===== src/rtl/link_pkg.sv =====
// link_pkg: shared state encoding and default configuration for the link cable peer.
package link_pkg;

    typedef enum logic [1:0] {
        IDLE  = 2'd0,
        SHIFT = 2'd1,
        LOW   = 2'd2,
        HIGH  = 2'd3
    } state_e;

    localparam int unsigned CLK_DIV_DEF = 511;
    localparam int unsigned TIMEOUT_DEF = 65535;
    localparam logic [7:0]  FILL_DEF    = 8'hFF;

endpackage


===== src/rtl/link_sync.sv =====
// link_sync: 2-flop synchronizer for the console serial pins with rise/fall pulses on the clock.
module link_sync (
    input  logic clk,
    input  logic rst,
    input  logic gb_clk_i,
    input  logic gb_data_i,
    output logic rise_c_o,
    output logic fall_c_o,
    output logic data_o
);

    logic [1:0] clk_sync_q;
    logic       clk_prev_q;
    logic [1:0] data_sync_q;

    // Reset to the idle-high level so a quiet cable produces no edge after reset.
    always_ff @(posedge clk or posedge rst) begin
        if (rst) begin
            clk_sync_q  <= 2'b11;
            clk_prev_q  <= 1'b1;
            data_sync_q <= 2'b11;
        end else begin
            clk_sync_q  <= {clk_sync_q[0], gb_clk_i};
            clk_prev_q  <= clk_sync_q[1];
            data_sync_q <= {data_sync_q[0], gb_data_i};
        end
    end

    assign rise_c_o = clk_sync_q[1] & ~clk_prev_q;
    assign fall_c_o = ~clk_sync_q[1] & clk_prev_q;
    assign data_o   = data_sync_q[1];

endmodule


===== src/rtl/link_peer.sv =====
// link_peer: far-end emulation of the Game Boy link cable with a 1-deep TX holding register.
// Master mode (peer drives the serial clock) is built only when LINK_PEER_MASTER_EN is defined.
module link_peer
    import link_pkg::*;
#(
    parameter int unsigned CLK_DIV = CLK_DIV_DEF,
    parameter int unsigned TIMEOUT = TIMEOUT_DEF,
    parameter logic [7:0]  FILL    = FILL_DEF
) (
    input  logic       clk,
    input  logic       rst,
    input  logic       mode,
    input  logic       start,
    input  logic       gb_clk_in,
    input  logic       gb_data_in,
    output logic       peer_clk_out,
    output logic       peer_data_out,
    input  logic [7:0] tx_data,
    input  logic       tx_valid,
    output logic       tx_ready,
    output logic [7:0] rx_data,
    output logic       rx_valid,
    output logic       busy,
    output logic       err
);

    localparam int unsigned DIV_W = (CLK_DIV > 0) ? $clog2(CLK_DIV + 1) : 1;
    localparam int unsigned TMO_W = (TIMEOUT > 0) ? $clog2(TIMEOUT + 1) : 1;

    state_e           state_q;
    logic [7:0]       hold_q;
    logic             hold_vld_q;
    logic [7:0]       shift_q;
    logic [7:0]       rx_shift_q;
    logic [2:0]       bit_cnt_q;
    logic [TMO_W-1:0] tmo_q;
    logic [7:0]       rx_data_q;
    logic             rx_valid_q;
    logic             err_q;
    logic             busy_q;

    logic             clk_rise_c;
    logic             clk_fall_c;
    logic             data_s;
    logic             accept_c;
    logic             slave_go_c;
    logic [7:0]       next_byte_c;

    link_sync u_sync (
        .clk       (clk),
        .rst       (rst),
        .gb_clk_i  (gb_clk_in),
        .gb_data_i (gb_data_in),
        .rise_c_o  (clk_rise_c),
        .fall_c_o  (clk_fall_c),
        .data_o    (data_s)
    );

    // Byte that would go out next: a byte arriving this cycle wins over an empty holding register.
    assign accept_c    = tx_valid & ~hold_vld_q;
    assign next_byte_c = accept_c ? tx_data : (hold_vld_q ? hold_q : FILL);

`ifdef LINK_PEER_MASTER_EN
    logic             clk_q;
    logic [DIV_W-1:0] div_q;

    assign slave_go_c   = clk_fall_c & ~mode;
    assign peer_clk_out = clk_q;
`else
    logic unused_c;

    assign slave_go_c   = clk_fall_c;
    assign peer_clk_out = 1'b1;
    assign unused_c     = ^{mode, start, DIV_W'(0)};
`endif

    always_ff @(posedge clk or posedge rst) begin
        if (rst) begin
            state_q    <= IDLE;
            hold_q     <= 8'h00;
            hold_vld_q <= 1'b0;
            shift_q    <= FILL;
            rx_shift_q <= 8'h00;
            bit_cnt_q  <= 3'd0;
            tmo_q      <= '0;
            rx_data_q  <= 8'h00;
            rx_valid_q <= 1'b0;
            err_q      <= 1'b0;
            busy_q     <= 1'b0;
`ifdef LINK_PEER_MASTER_EN
            clk_q      <= 1'b1;
            div_q      <= '0;
`endif
        end else begin
            rx_valid_q <= 1'b0;
            err_q      <= 1'b0;
            if (accept_c) begin
                hold_q     <= tx_data;
                hold_vld_q <= 1'b1;
            end

            case (state_q)
                IDLE: begin
                    shift_q <= next_byte_c;
`ifdef LINK_PEER_MASTER_EN
                    if (mode && start) begin
                        hold_vld_q <= 1'b0;
                        bit_cnt_q  <= 3'd0;
                        div_q      <= '0;
                        clk_q      <= 1'b0;
                        busy_q     <= 1'b1;
                        state_q    <= LOW;
                    end else
`endif
                    if (slave_go_c) begin
                        hold_vld_q <= 1'b0;
                        bit_cnt_q  <= 3'd0;
                        tmo_q      <= '0;
                        busy_q     <= 1'b1;
                        state_q    <= SHIFT;
                    end
                end

                SHIFT: begin
                    if (clk_rise_c) begin
                        tmo_q      <= '0;
                        rx_shift_q <= {rx_shift_q[6:0], data_s};
                        bit_cnt_q  <= bit_cnt_q + 3'd1;
                        if (bit_cnt_q == 3'd7) begin
                            rx_data_q  <= {rx_shift_q[6:0], data_s};
                            rx_valid_q <= 1'b1;
                            shift_q    <= next_byte_c;
                            busy_q     <= 1'b0;
                            state_q    <= IDLE;
                        end else begin
                            shift_q <= {shift_q[6:0], 1'b1};
                        end
                    end else if (clk_fall_c) begin
                        tmo_q <= '0;
                    end else if (tmo_q == TMO_W'(TIMEOUT)) begin
                        // Console went silent: drop the partial byte and the committed TX byte.
                        tmo_q   <= '0;
                        err_q   <= 1'b1;
                        shift_q <= next_byte_c;
                        busy_q  <= 1'b0;
                        state_q <= IDLE;
                    end else begin
                        tmo_q <= tmo_q + TMO_W'(1);
                    end
                end

`ifdef LINK_PEER_MASTER_EN
                LOW: begin
                    if (div_q == DIV_W'(CLK_DIV / 2)) begin
                        div_q   <= '0;
                        clk_q   <= 1'b1;
                        state_q <= HIGH;
                    end else begin
                        div_q <= div_q + DIV_W'(1);
                    end
                end

                HIGH: begin
                    // End of each high phase samples the console bit presented after the previous fall.
                    if (div_q == DIV_W'(CLK_DIV - CLK_DIV / 2 - 1)) begin
                        div_q      <= '0;
                        rx_shift_q <= {rx_shift_q[6:0], data_s};
                        if (bit_cnt_q == 3'd7) begin
                            rx_data_q  <= {rx_shift_q[6:0], data_s};
                            rx_valid_q <= 1'b1;
                            shift_q    <= next_byte_c;
                            busy_q     <= 1'b0;
                            state_q    <= IDLE;
                        end else begin
                            bit_cnt_q <= bit_cnt_q + 3'd1;
                            shift_q   <= {shift_q[6:0], 1'b1};
                            clk_q     <= 1'b0;
                            state_q   <= LOW;
                        end
                    end else begin
                        div_q <= div_q + DIV_W'(1);
                    end
                end
`endif

                default: begin
                    busy_q  <= 1'b0;
                    state_q <= IDLE;
                end
            endcase
        end
    end

    assign peer_data_out = shift_q[7];
    assign tx_ready      = ~hold_vld_q;
    assign rx_data       = rx_data_q;
    assign rx_valid      = rx_valid_q;
    assign busy          = busy_q;
    assign err           = err_q;

endmodule

===== config.mk =====
export PLATFORM = sky130hd
export DESIGN_NAME = link_peer
export DESIGN_NICKNAME = d
export VERILOG_FILES = /design/src/rtl/link_pkg.sv /design/src/rtl/link_sync.sv /design/src/rtl/link_peer.sv
export SDC_FILE = /design/constraint.sdc
export NUM_CORES = 1
export LEC_CHECK = 0
export ABC_AREA = 1
export CORE_UTILIZATION = 45
export DETAILED_ROUTE_END_ITERATION = 16
export GPL_TIMING_DRIVEN = 0
export HOLD_SLACK_MARGIN = 0.15
export PLACE_DENSITY = 0.68
export SLEW_MARGIN = 0
export SYNTH_ARGS = -nofsm -noshare
export SYNTH_HDL_FRONTEND = slang
export SYNTH_SLANG_ARGS = --single-unit

===== constraint.sdc =====
create_clock -name clk -period 2.9 [get_ports clk]
set_input_delay 0.58 -clock clk [delete_from_list [all_inputs] [get_ports clk]]
set_output_delay 0.58 -clock clk [all_outputs]
set_load 0.005 [all_outputs]

==> results list, run 1 <==
* Unrepaired setup endpoints after global routing: false
* Footprint of the flip-flops and latches: 1490 um2
* Status: complete, but fails checks
* Final setup violation count: 0
* Placed instance area: 3120 um2
- For this configuration, the core starts out at a cell density of 46.5%.
- Dividing the detail-routed wire length by the instance count gives 11.9 um.
- Count of standard-cell rows: 28
* Largest cells by area after synthesis: sky130_fd_sc_hd__dfrtp_1 42%, sky130_fd_sc_hd__nand2_1 14%, sky130_fd_sc_hd__dfstp_2 12%
* Arrival time reported for the critical path endpoint: 1.43 ns
* Number of iterations in the first detailed-routing pass: 10
* Number of buffers on the longest clock path: 2
- Worst vdd ir: 0.428 mV
- The clock arrives with 0.00735 ns of skew.
- The later pin in the worst-skew pair is clocked with a latency of 0.33 ns.
- In this run, distinct cell masters in the synthesized netlist total 29.
* Final-layout fill cell count: 563
- After technology mapping, the gate count stands at 321.
- The floorplan step set the die width to 80.2 um.
- RePlAce Congestion: 0.841
* Core utilization of the finished layout: 56.1%
- The clock drives 59 sinks.
- In the final layout, the share of cells above drive strength 1 is 13.2%.
* Commonest cells in the synthesized netlist: 105 x sky130_fd_sc_hd__nand2_1, 46 x sky130_fd_sc_hd__dfrtp_1, 33 x sky130_fd_sc_hd__inv_1
* Fin crit period: 2.01 ns
- The number of max-slew violations in the final report is 0.
- After the first detailed-routing iteration, the DRC count stood at 80.
* Async set-reset flop share out of synthesis: 100%
* Maximum number of pins on one net before global-route repair: 38
- Antenna diode count: 0
* Cell leakage power: 1.55 nW
- met2 is the most crowded layer.
- Ys flop type: sky130_fd_sc_hd__dfrtp_1
- In this run the remaining antenna-violating nets after routing total 0.
- Number of antenna violations at the first check in global routing: 0
- GR met3 Demand/Resource: 4.20%
- Synthesized netlist net count: 339
- Placeable core region: 5920 um2
- After detailed routing, the number of remaining DRC violations is 1.
- CTS resizes: 0
- The worst setup path is launched from a flip-flop.
- The finished cells cover 3320 um2.
- Final total negative setup slack: 0 ns
* Post-detail-place hpwl: 3770 um
- Fraction of the yosys area taken by sequential cells: 54.2%
- The tool flagged a number of max-cap violations equal to 0.
- Maximum single-stage delay on the critical path: 0.53 ns
- Maximum fanout along the worst path: 10
- For the pin with the worst max-slew slack, the measured transition is 0.529 ns.
- Global routing usage summed across all routing layers: 18.6%
- The worst setup path is captured at an output pin.
- Port buffering added 25 buffers.
- The number of hold violations in the final report was 0.
* Critical Path Slowest Stage Cell: sky130_fd_sc_hd__clkdlybuf4s50_1
- Number of warnings reported in the yosys synthesis log: 0
- Count of hold-fix buffers inserted at cts: 0
* Relative slew slack: 64.7%
- Vias per cell: 4.93
- Post-CTS timing repair inserted 0 buffers for setup.
* Area share of the leading cell type in the synthesized netlist: 41.8%
- Worst slack, placed: 1.09 ns
- The signal on the critical path passes through clkinv_1 > clkdlybuf4s50_1.
- Flip-flop and latch count after synthesis: 59
- The multi-input combinational cells in the finished layout cover a total of 1080 um2.
* Met1 GRT Util: 23.8%
* DIE AREA: 6440 um2
* Achievable frequency: 499 MHz
- Chip Height: 80.2 um
* Required time at the endpoint of the critical path: 2.32 ns
* Setup slack after layout: 0.894 ns
- Across all layers, the routed design uses 2161 vias.
- The net count of the finished layout is 376.
* EDFF count, synth: 0
* TritonCTS clock tree: built
- Worst setup path category: reg2out
- TritonCTS created 9 clock buffers.
- Global routing used 30.0% of the available met2 tracks.
- Total I/O pin count: 29
* Via count of the first global-routing pass: 2049
- Worst min-delay path class: reg2reg
* Power density over the cells: 672 nW/um2
* Top-count cell post-synth: sky130_fd_sc_hd__nand2_1
* Yosys top cell by area: sky130_fd_sc_hd__dfrtp_1
- For this block, the routed nets add up to 5230 um of wire.
- The synthesized netlist occupies a cell area of 2760 um2.
- CTS placed an instance of sky130_fd_sc_hd__clkbuf_8 at the clock tree root.
- The area growth from synthesis to layout is 20.5%.
- Overflow after GRT: 0
- In this run the number of H-tree levels came out at 3.
- Portion of the clock cycle consumed by the worst path in the final layout: 69.2%
* Global-route wire length before repair: 9100 um
* Syn_area_per_cell: 8.58 um2
* Clock-pin slew of the registers on the worst-case setup and hold paths: 0.07 ns
* Failing checks: DRC
-- flip-flops by register name, summed over array words and instances (netlist names), 2 cells and up --
signal and flops:
u_sync.clk_sync_q 2, hold_q 8, tmo_q 16, rx_shift_q 7
u_sync.data_sync_q 2, bit_cnt_q 3, rx_data 8, shift_q 8
-- logic make-up (layout without fill, tap and decap cells) --
| kind of cell | count (synthesis) | in the layout | share of synthesized area, % |
|---|---|---|---|
| simple gates | 160 | 160 | 25.6 |
| flops | 59 | 59 | 54.2 |
| compound gates | 44 | 44 | 8.54 |
| buf+inv | 43 | 85 | 6.72 |
| xor+xnor | 11 | 11 | 3.50 |
| fa+ha+maj | 3 | 3 | 1.36 |
| other cells | 1 | 1 | 0.136 |
-- path summary, 6_finish.rpt --
| path | start | endpoint | slack (ns) | cells after the start |
|---|---|---|---|---|
| min in group asynchronous | rst | tmo_q[10]$_DFFE_PP0P_ | 0.60 | 2 |
| worst max-delay path | hold_vld_q$_DFF_PP0_ | tx_ready | 0.89 | 2 |
| worst min-delay path | u_sync.data_sync_q[0]$_DFF_PP1_ | u_sync.data_sync_q[1]$_DFF_PP1_ | 0.36 | 0 |
| max in group asynchronous | rst | shift_q[2]$_DFFE_PP1P_ | 1.65 | 3 |
| worst max register to register | tmo_q[0]$_DFFE_PP0P_ | tmo_q[13]$_DFFE_PP0P_ | 1.23 | 7 |
| worst min register to register | u_sync.data_sync_q[0]$_DFF_PP1_ | u_sync.data_sync_q[1]$_DFF_PP1_ | 0.36 | 0 |
-- layer usage --
| metal | up-vias | share of wire [%] |
|---|---|---|
| li1 | 1109 | - |
| met1 | 1003 | 48 |
| met2 | 38 | 47 |
| met3 | 11 | 3.2 |
| met4 | 0 | 1.8 |
| met5 | - | 0 |
-- final cells by class --
cell class | instances | area share (%)
plain buffers | 8 | 1.62
clock buffers | 9 | 3.73
clock inverters | 7 | 2.34
inverters | 35 | 3.96
multi-input cells | 219 | 32.4
flip-flops and latches | 59 | 45.0
well taps | 75 | 2.83
repair buffers | 26 | 8.14
-- worst max-delay path: cells and delay by family, from the launching register on --
family / cells / cell delay, ns
buffers and inverters: 2 / 0.76
DFF: 1 / 0.35
-- cells in the final DEF (no fill, tap or decap), drive strengths merged --
cell type      netlist  final
nand3               23     23
nand2              110    110
xor2                10     10
a21oi                5      5
dfrtp               46     46
clkinvlp             0      1
ha                   3      3
buf                  7      8
clkinv               1      5
nand4                8      8
o21a                 2      2
inv                 34     35
dfstp               13     13
o22ai                8      8
xnor2                1      1
nor2                17     17
clkbuf               1     10
nor3                 2      2
clkdlybuf4s50        0     25
conb                 1      1
bufinv               0      1
o21ai               29     29
-- power breakdown --
part / internal, mW / total (mW) / switching, mW / leakage, nW
logic: 0.175 / 0.387 / 0.212 / 0.707
registers: 1.01 / 1.09 / 0.0856 / 0.745
clock network: 0.402 / 0.753 / 0.351 / 0.0998
total: 1.58 / 2.23 / 0.648 / 1.55
-- stage by stage --
| step | hold slack, ns | cells | power, mW |
|---|---|---|---|
| 2_1_floorplan | 0.345 | 321 | 1.35 |
| 3_3_place_gp | 0.347 | 421 | 1.48 |
| 3_5_place_dp | 0.347 | 422 | 1.50 |
| 4_1_cts | 0.358 | 438 | 2.26 |
| 5_1_grt | 0.362 | 438 | 2.38 |
| 6_report | 0.358 | 438 | 2.23 |
No activity file was read; power rests on OpenSTA's default activity.
==> run 2, diff against run 1 <==
==> constraint.sdc (replaced) <==
create_clock -name clk -period 2.05 [get_ports clk]
set_input_delay 0.41 -clock clk [delete_from_list [all_inputs] [get_ports clk]]
set_output_delay 0.41 -clock clk [all_outputs]
set_load 0.005 [all_outputs]
==> results of run 2 <==
The final DEF is identical to that of run 1. Status: complete, but fails checks: DRC.
Main changes from that run: setup slack after placement 1.09 ns -> 0.402 ns; setup slack after layout 0.894 ns -> 0.214 ns; register-to-register setup slack 1.23 ns -> 0.38 ns; total power 2.23 mW -> 3.16 mW; worst IR drop on VDD 0.428 mV -> 0.606 mV
